==> src/rtl/ula_multiciclo.sv <==
// Multi-cycle MIPS ALU: add/sub/slt finish in one edge, signed mult/div run
// WIDTH iterations on magnitudes and then take a sign-fix cycle.
module ula_multiciclo #(
    parameter int WIDTH = 32
) (
    input  logic             clk,
    input  logic             rst_n,
    input  logic             start,
    input  logic [2:0]       alu_con,
    input  logic [WIDTH-1:0] a,
    input  logic [WIDTH-1:0] b,
    output logic [WIDTH-1:0] result,
    output logic [WIDTH-1:0] hi,
    output logic             zero,
    output logic             div0,
    output logic             busy,
    output logic             done
);

    localparam int CW = $clog2(WIDTH);

    typedef enum logic [1:0] {IDLE, CALC, FIX, DONE} state_t;

    state_t           state;
    logic [CW-1:0]    cnt;
    logic             op_div;
    logic             sign_q;
    logic             sign_r;
    logic             b_is0;
    logic [WIDTH-1:0] mag_b;
    logic [WIDTH-1:0] acc_hi;
    logic [WIDTH-1:0] acc_lo;
    logic [WIDTH-1:0] a_lat;

    logic signed [WIDTH-1:0] a_s;
    logic signed [WIDTH-1:0] b_s;
    logic [WIDTH-1:0]        mag_a_in;
    logic [WIDTH-1:0]        mag_b_in;
    logic [WIDTH-1:0]        quick;
    logic                    is_long;

    assign a_s      = a;
    assign b_s      = b;
    assign mag_a_in = a[WIDTH-1] ? -a : a;
    assign mag_b_in = b[WIDTH-1] ? -b : b;
    assign is_long  = (alu_con[2:1] == 2'b01);

    always_comb begin
        quick = '0;
        case (alu_con)
            3'b000:  quick = a + b;
            3'b001:  quick = a - b;
            3'b100:  quick = {{(WIDTH-1){1'b0}}, (a_s < b_s)};
            default: quick = '0;
        endcase
    end

    // Mult: {acc_hi,acc_lo} is the product/multiplier pair, shifted right each step.
    // Div: acc_hi is the partial remainder, acc_lo the dividend turning into the quotient.
    logic [WIDTH:0] msum;
    logic [WIDTH:0] rsh;
    logic [WIDTH:0] rdiff;
    logic           ge;

    assign msum  = {1'b0, acc_hi} + (acc_lo[0] ? {1'b0, mag_b} : {(WIDTH+1){1'b0}});
    assign rsh   = {acc_hi, acc_lo[WIDTH-1]};
    assign ge    = (rsh >= {1'b0, mag_b});
    assign rdiff = rsh - {1'b0, mag_b};

    logic [2*WIDTH-1:0] prod;
    logic [2*WIDTH-1:0] prod_fix;
    logic [WIDTH-1:0]   fix_res;
    logic [WIDTH-1:0]   fix_hi;

    assign prod     = {acc_hi, acc_lo};
    assign prod_fix = sign_q ? -prod : prod;

    always_comb begin
        fix_res = prod_fix[WIDTH-1:0];
        fix_hi  = prod_fix[2*WIDTH-1:WIDTH];
        if (op_div) begin
            if (b_is0) begin
                fix_res = '1;
                fix_hi  = a_lat;
            end else begin
                fix_res = sign_q ? -acc_lo : acc_lo;
                fix_hi  = sign_r ? -acc_hi : acc_hi;
            end
        end
    end

    always_ff @(posedge clk or negedge rst_n) begin
        if (!rst_n) begin
            state  <= IDLE;
            cnt    <= '0;
            op_div <= 1'b0;
            sign_q <= 1'b0;
            sign_r <= 1'b0;
            b_is0  <= 1'b0;
            mag_b  <= '0;
            acc_hi <= '0;
            acc_lo <= '0;
            a_lat  <= '0;
            result <= '0;
            hi     <= '0;
            zero   <= 1'b0;
            div0   <= 1'b0;
            busy   <= 1'b0;
            done   <= 1'b0;
        end else begin
            done <= 1'b0;
            case (state)
                IDLE: begin
                    if (start) begin
                        if (is_long) begin
                            op_div <= alu_con[0];
                            sign_q <= a[WIDTH-1] ^ b[WIDTH-1];
                            sign_r <= a[WIDTH-1];
                            b_is0  <= (b == '0);
                            mag_b  <= mag_b_in;
                            acc_hi <= '0;
                            acc_lo <= mag_a_in;
                            a_lat  <= a;
                            cnt    <= '0;
                            busy   <= 1'b1;
                            state  <= CALC;
                        end else begin
                            result <= quick;
                            zero   <= (quick == '0);
                            done   <= 1'b1;
                        end
                    end
                end
                CALC: begin
                    cnt <= cnt + 1'b1;
                    if (op_div) begin
                        acc_hi <= ge ? rdiff[WIDTH-1:0] : rsh[WIDTH-1:0];
                        acc_lo <= {acc_lo[WIDTH-2:0], ge};
                    end else begin
                        acc_hi <= msum[WIDTH:1];
                        acc_lo <= {msum[0], acc_lo[WIDTH-1:1]};
                    end
                    if (cnt == CW'(WIDTH-1))
                        state <= FIX;
                end
                FIX: begin
                    result <= fix_res;
                    hi     <= fix_hi;
                    zero   <= (fix_res == '0);
                    if (op_div)
                        div0 <= b_is0;
                    busy   <= 1'b0;
                    done   <= 1'b1;
                    state  <= DONE;
                end
                DONE: state <= IDLE;
                default: state <= IDLE;
            endcase
        end
    end

endmodule

==> config.mk <==
export PLATFORM = sky130hd
export DESIGN_NAME = ula_multiciclo
export DESIGN_NICKNAME = d
export VERILOG_FILES = /design/src/rtl/ula_multiciclo.sv
export SDC_FILE = /design/constraint.sdc
export NUM_CORES = 1
export LEC_CHECK = 0
export CORE_MARGIN = 3
export CORE_UTILIZATION = 35
export DETAILED_ROUTE_END_ITERATION = 8
export GPL_ROUTABILITY_DRIVEN = 0
export PLACE_DENSITY_LB_ADDON = 0.1
export RECOVER_POWER = 50
export SLEW_MARGIN = 20
export SYNTH_ARGS = -nofsm -noshare
export SYNTH_HDL_FRONTEND = slang
export SYNTH_SLANG_ARGS = --single-unit
export TNS_END_PERCENT = 5
==> constraint.sdc <==
create_clock -name clk -period 5.3 [get_ports clk]
set_clock_uncertainty 0.05 [all_clocks]
set_input_delay 1.06 -clock clk [delete_from_list [all_inputs] [get_ports clk]]
set_output_delay 1.06 -clock clk [all_outputs]
set_load 0.03 [all_outputs]
==> metrics.cfg <==
[status]
status = finished with violations
violations = max-capacitance violations, max-slew violations

[grt]
grt_first_pass_wirelength_um = 121000
globalRouteTotalUtil_pct = 26.1
grt_pass1_vias = 19400
grt_max_degree = 110
grtUsageMet1_pct = 34.8
overflow = 0
use_met3_pct = 3.29
met2_usage_pct = 41.4
grt_antenna_before_repair = 0
grt.busiest_layer = met2

[clock_tree]
cts_buffers = 27
root_buffer = clkbuf_16
clock_latency_ns = 0.56
cts_resized = 0
clkSinkCount = 206
cts_buffer_depth = 3
hold_buffers = 0
post_cts_buffers = 0
cts_max_level = 1
cts.reportedPaths.clkPinSlew_ns = 0.06
cts_tree = built

[placement]
hpwl_um = 62300
dp.cells = 3496
port_buffers = 137
dpl_cell_area_um2 = 22500

[timing]
setup-tns-final_ns = 0
fmax_ghz = 0.209
timing.hold.ws_ns = 0.425
setup_viol = 0
finalMaxSlewViolations = 174
timing_hold_violations_final = 0
min_period_over_period_pct = 90.2
rsz0062_at_grt = no
relSlewSlack_pct = -111
layout_min_cycle_time_ns = 4.78
worstMarginPinSlew_ns = 3.17

[synth]
ys_types = 79
synthCells = 2641
synth_area_leader_cell = dfrtp_1
yosysSeqAreaShare_pct = 26.0
syn_area_um2 = 19800
ys_top_cells_by_area = dfrtp_1 (26%), ha_1 (8.6%), nand2_1 (7.9%)
synth_nets = 2851
synth_common_cells = nand2_1 (417), o21ai_0 (296), dfrtp_1 (206), nor2_1 (183), a21oi_1 (175)
synth_most_common_cell = nand2_1
synth_ff_type = dfrtp_1
synth_top_area_share_pct = 26.0
yosysWarnings = 0
async_flop_share_pct = 100
synth-edff-count = 0
avgSynthCellArea_um2 = 7.51
ys_seq_elements = 206

[layout]
instances_no_fill = 3541
syn_to_final_growth_pct = 17.9
final_net_count = 2987
drive_above_1_share_pct = 7.77
fin_area_um2 = 23400
n_antenna_cell = 0

[route]
dr.pass1.iters = 5
finalWirelength_um = 79400
vias = 19900
first_iter_violations = 1824
antenna_left = 0
avgViaCountPerCell = 5.62
drc = 0
wl_per_cell_um = 22.4

[setup_path]
path_max_fanout = 3
path_class = input port to flop
crit_start = a[1]
endpoint_kind = flop
critPathRequiredTime_ns = 5.75
cp_slowest_cell = clkdlybuf4s50_1
cp_cell_sequence = clkdlybuf4s50_1 > buf_4 > ha_1 > nor2b_1 > o21ai_0 > a211o_1 > a21oi_1 > mux2i_1 > nand4_1 > nor4_1 > o211ai_1 > or4_1 > or4_1 > nor2_1 > a211o_1
cp-start-kind = input port
endpoint = zero
slowest_delay_ns = 0.52
timing.rr.start = acc_lo[0]
reg2regPathDepth = 17
r2r_end = acc_hi[31]
rrSetupSlack_ns = 0.65
cp.arrival_ns = 5.23

[die]
io_pins = 138
rows = 86
die_x_um = 244
core_um2 = 55600
dieHeight_um = 244
start_util_pct = 35.7
dieArea_um2 = 59600

[power]
p_leak_nw = 10.4
cellPowerDensity_nw_per_um2 = 562
power.total_mw = 13.1
ir_worst_vdd_mv = 0.283

[job]
maxCapViolCount = 2

[hold_path]
hold_class = flop to flop

[registers in the layout, indices dropped and copies added, names as in the netlist]
signal / flops
acc_hi: 32
b_is0: 1
sign_q: 1
zero: 1
result: 32
busy: 1
sign_r: 1
op_div: 1
mag_b: 32
state: 2
cnt: 5
div0: 1
done: 1
hi: 32
a_lat: 31
acc_lo: 32
[cell families (layout without fill, tap and decap cells)]
group,count (synthesis),after routing,share of synthesized area [%]
adder cells (fa/ha/maj),140,140,8.98
multiplexers,81,81,4.16
buffers and inverters,296,448,5.63
XOR/XNOR,195,195,8.61
AO/OA/AOI/OAI,823,823,25.9
AND/OR/NAND/NOR,900,900,20.8
flip-flops,206,206,26.0
[how the worst min path moves through the flow]
stage / from / end / slack, ns / cells past startpoint
2_1_floorplan: a_lat[30] / a_lat[30] / 0.39 / 2
3_3_place_gp: a_lat[28] / a_lat[28] / 0.41 / 2
3_5_place_dp: a_lat[28] / a_lat[28] / 0.42 / 2
4_1_cts: a_lat[28] / a_lat[28] / 0.43 / 2
5_1_grt: mag_b[26] / mag_b[26] / 0.44 / 2
6_report: mag_b[13] / mag_b[13] / 0.43 / 2
[through the flow]
step	setup WS, ns	util (%)
global route	0.233	42.0
floorplan	0.858	-
global placement	0.0223	40.5
finish	0.517	42.0
detailed placement	-0.0196	40.5
CTS	0.531	42.1
[final cells by class]
cell class,instances,area (µm²)
Inverter,139,522
Sequential cell,206,5160
Multi-Input combinational cell,2139,13600
Clock inverter,9,125
Timing Repair Buffer,264,2300
Fill cell,5765,32200
Clock buffer,36,739
Tap cell,748,936
[critical path: cells and delay by family]
family	cells	cell delay, ns
and+or+nand+nor	6	1.86
AOI/OAI and AO/OA	5	0.89
buffers and inverters	2	0.73
muxes	1	0.36
adders and majority gates	1	0.32
[report_power, final]
group	leakage, nW	internal, mW	switching [mW]
Sequential	2.61	2.28	0.808
Combinational	7.41	3.15	5.06
Clock	0.420	1.11	0.727
[cell usage in the layout (no fill, tap or decap), types with 27 or more instances in the layout]
| cell type | n |
|---|---|
| nor3_1 | 40 |
| dlygate4sd3_1 | 31 |
| mux2i_1 | 70 |
| nor2b_1 | 27 |
| dfrtp_1 | 204 |
| xnor2_1 | 140 |
| or3_1 | 29 |
| xor2_1 | 55 |
| nand2b_1 | 34 |
| nand2_1 | 417 |
| ha_1 | 134 |
| o31ai_1 | 46 |
| o211ai_1 | 37 |
| inv_1 | 137 |
| clkdlybuf4s50_1 | 104 |
| clkbuf_16 | 27 |
| nand3_1 | 36 |
| a21oi_1 | 175 |
| o21ai_0 | 296 |
| nor2_1 | 183 |
| buf_4 | 123 |
| a21o_1 | 58 |
[routing by layer]
metal	wire, µm	vias up
met5	0	-
met4	4950	0
met3	4490	144
met2	35300	672
met1	34600	9439
li1	-	9645
No activity file was read; power rests on OpenSTA's default activity.
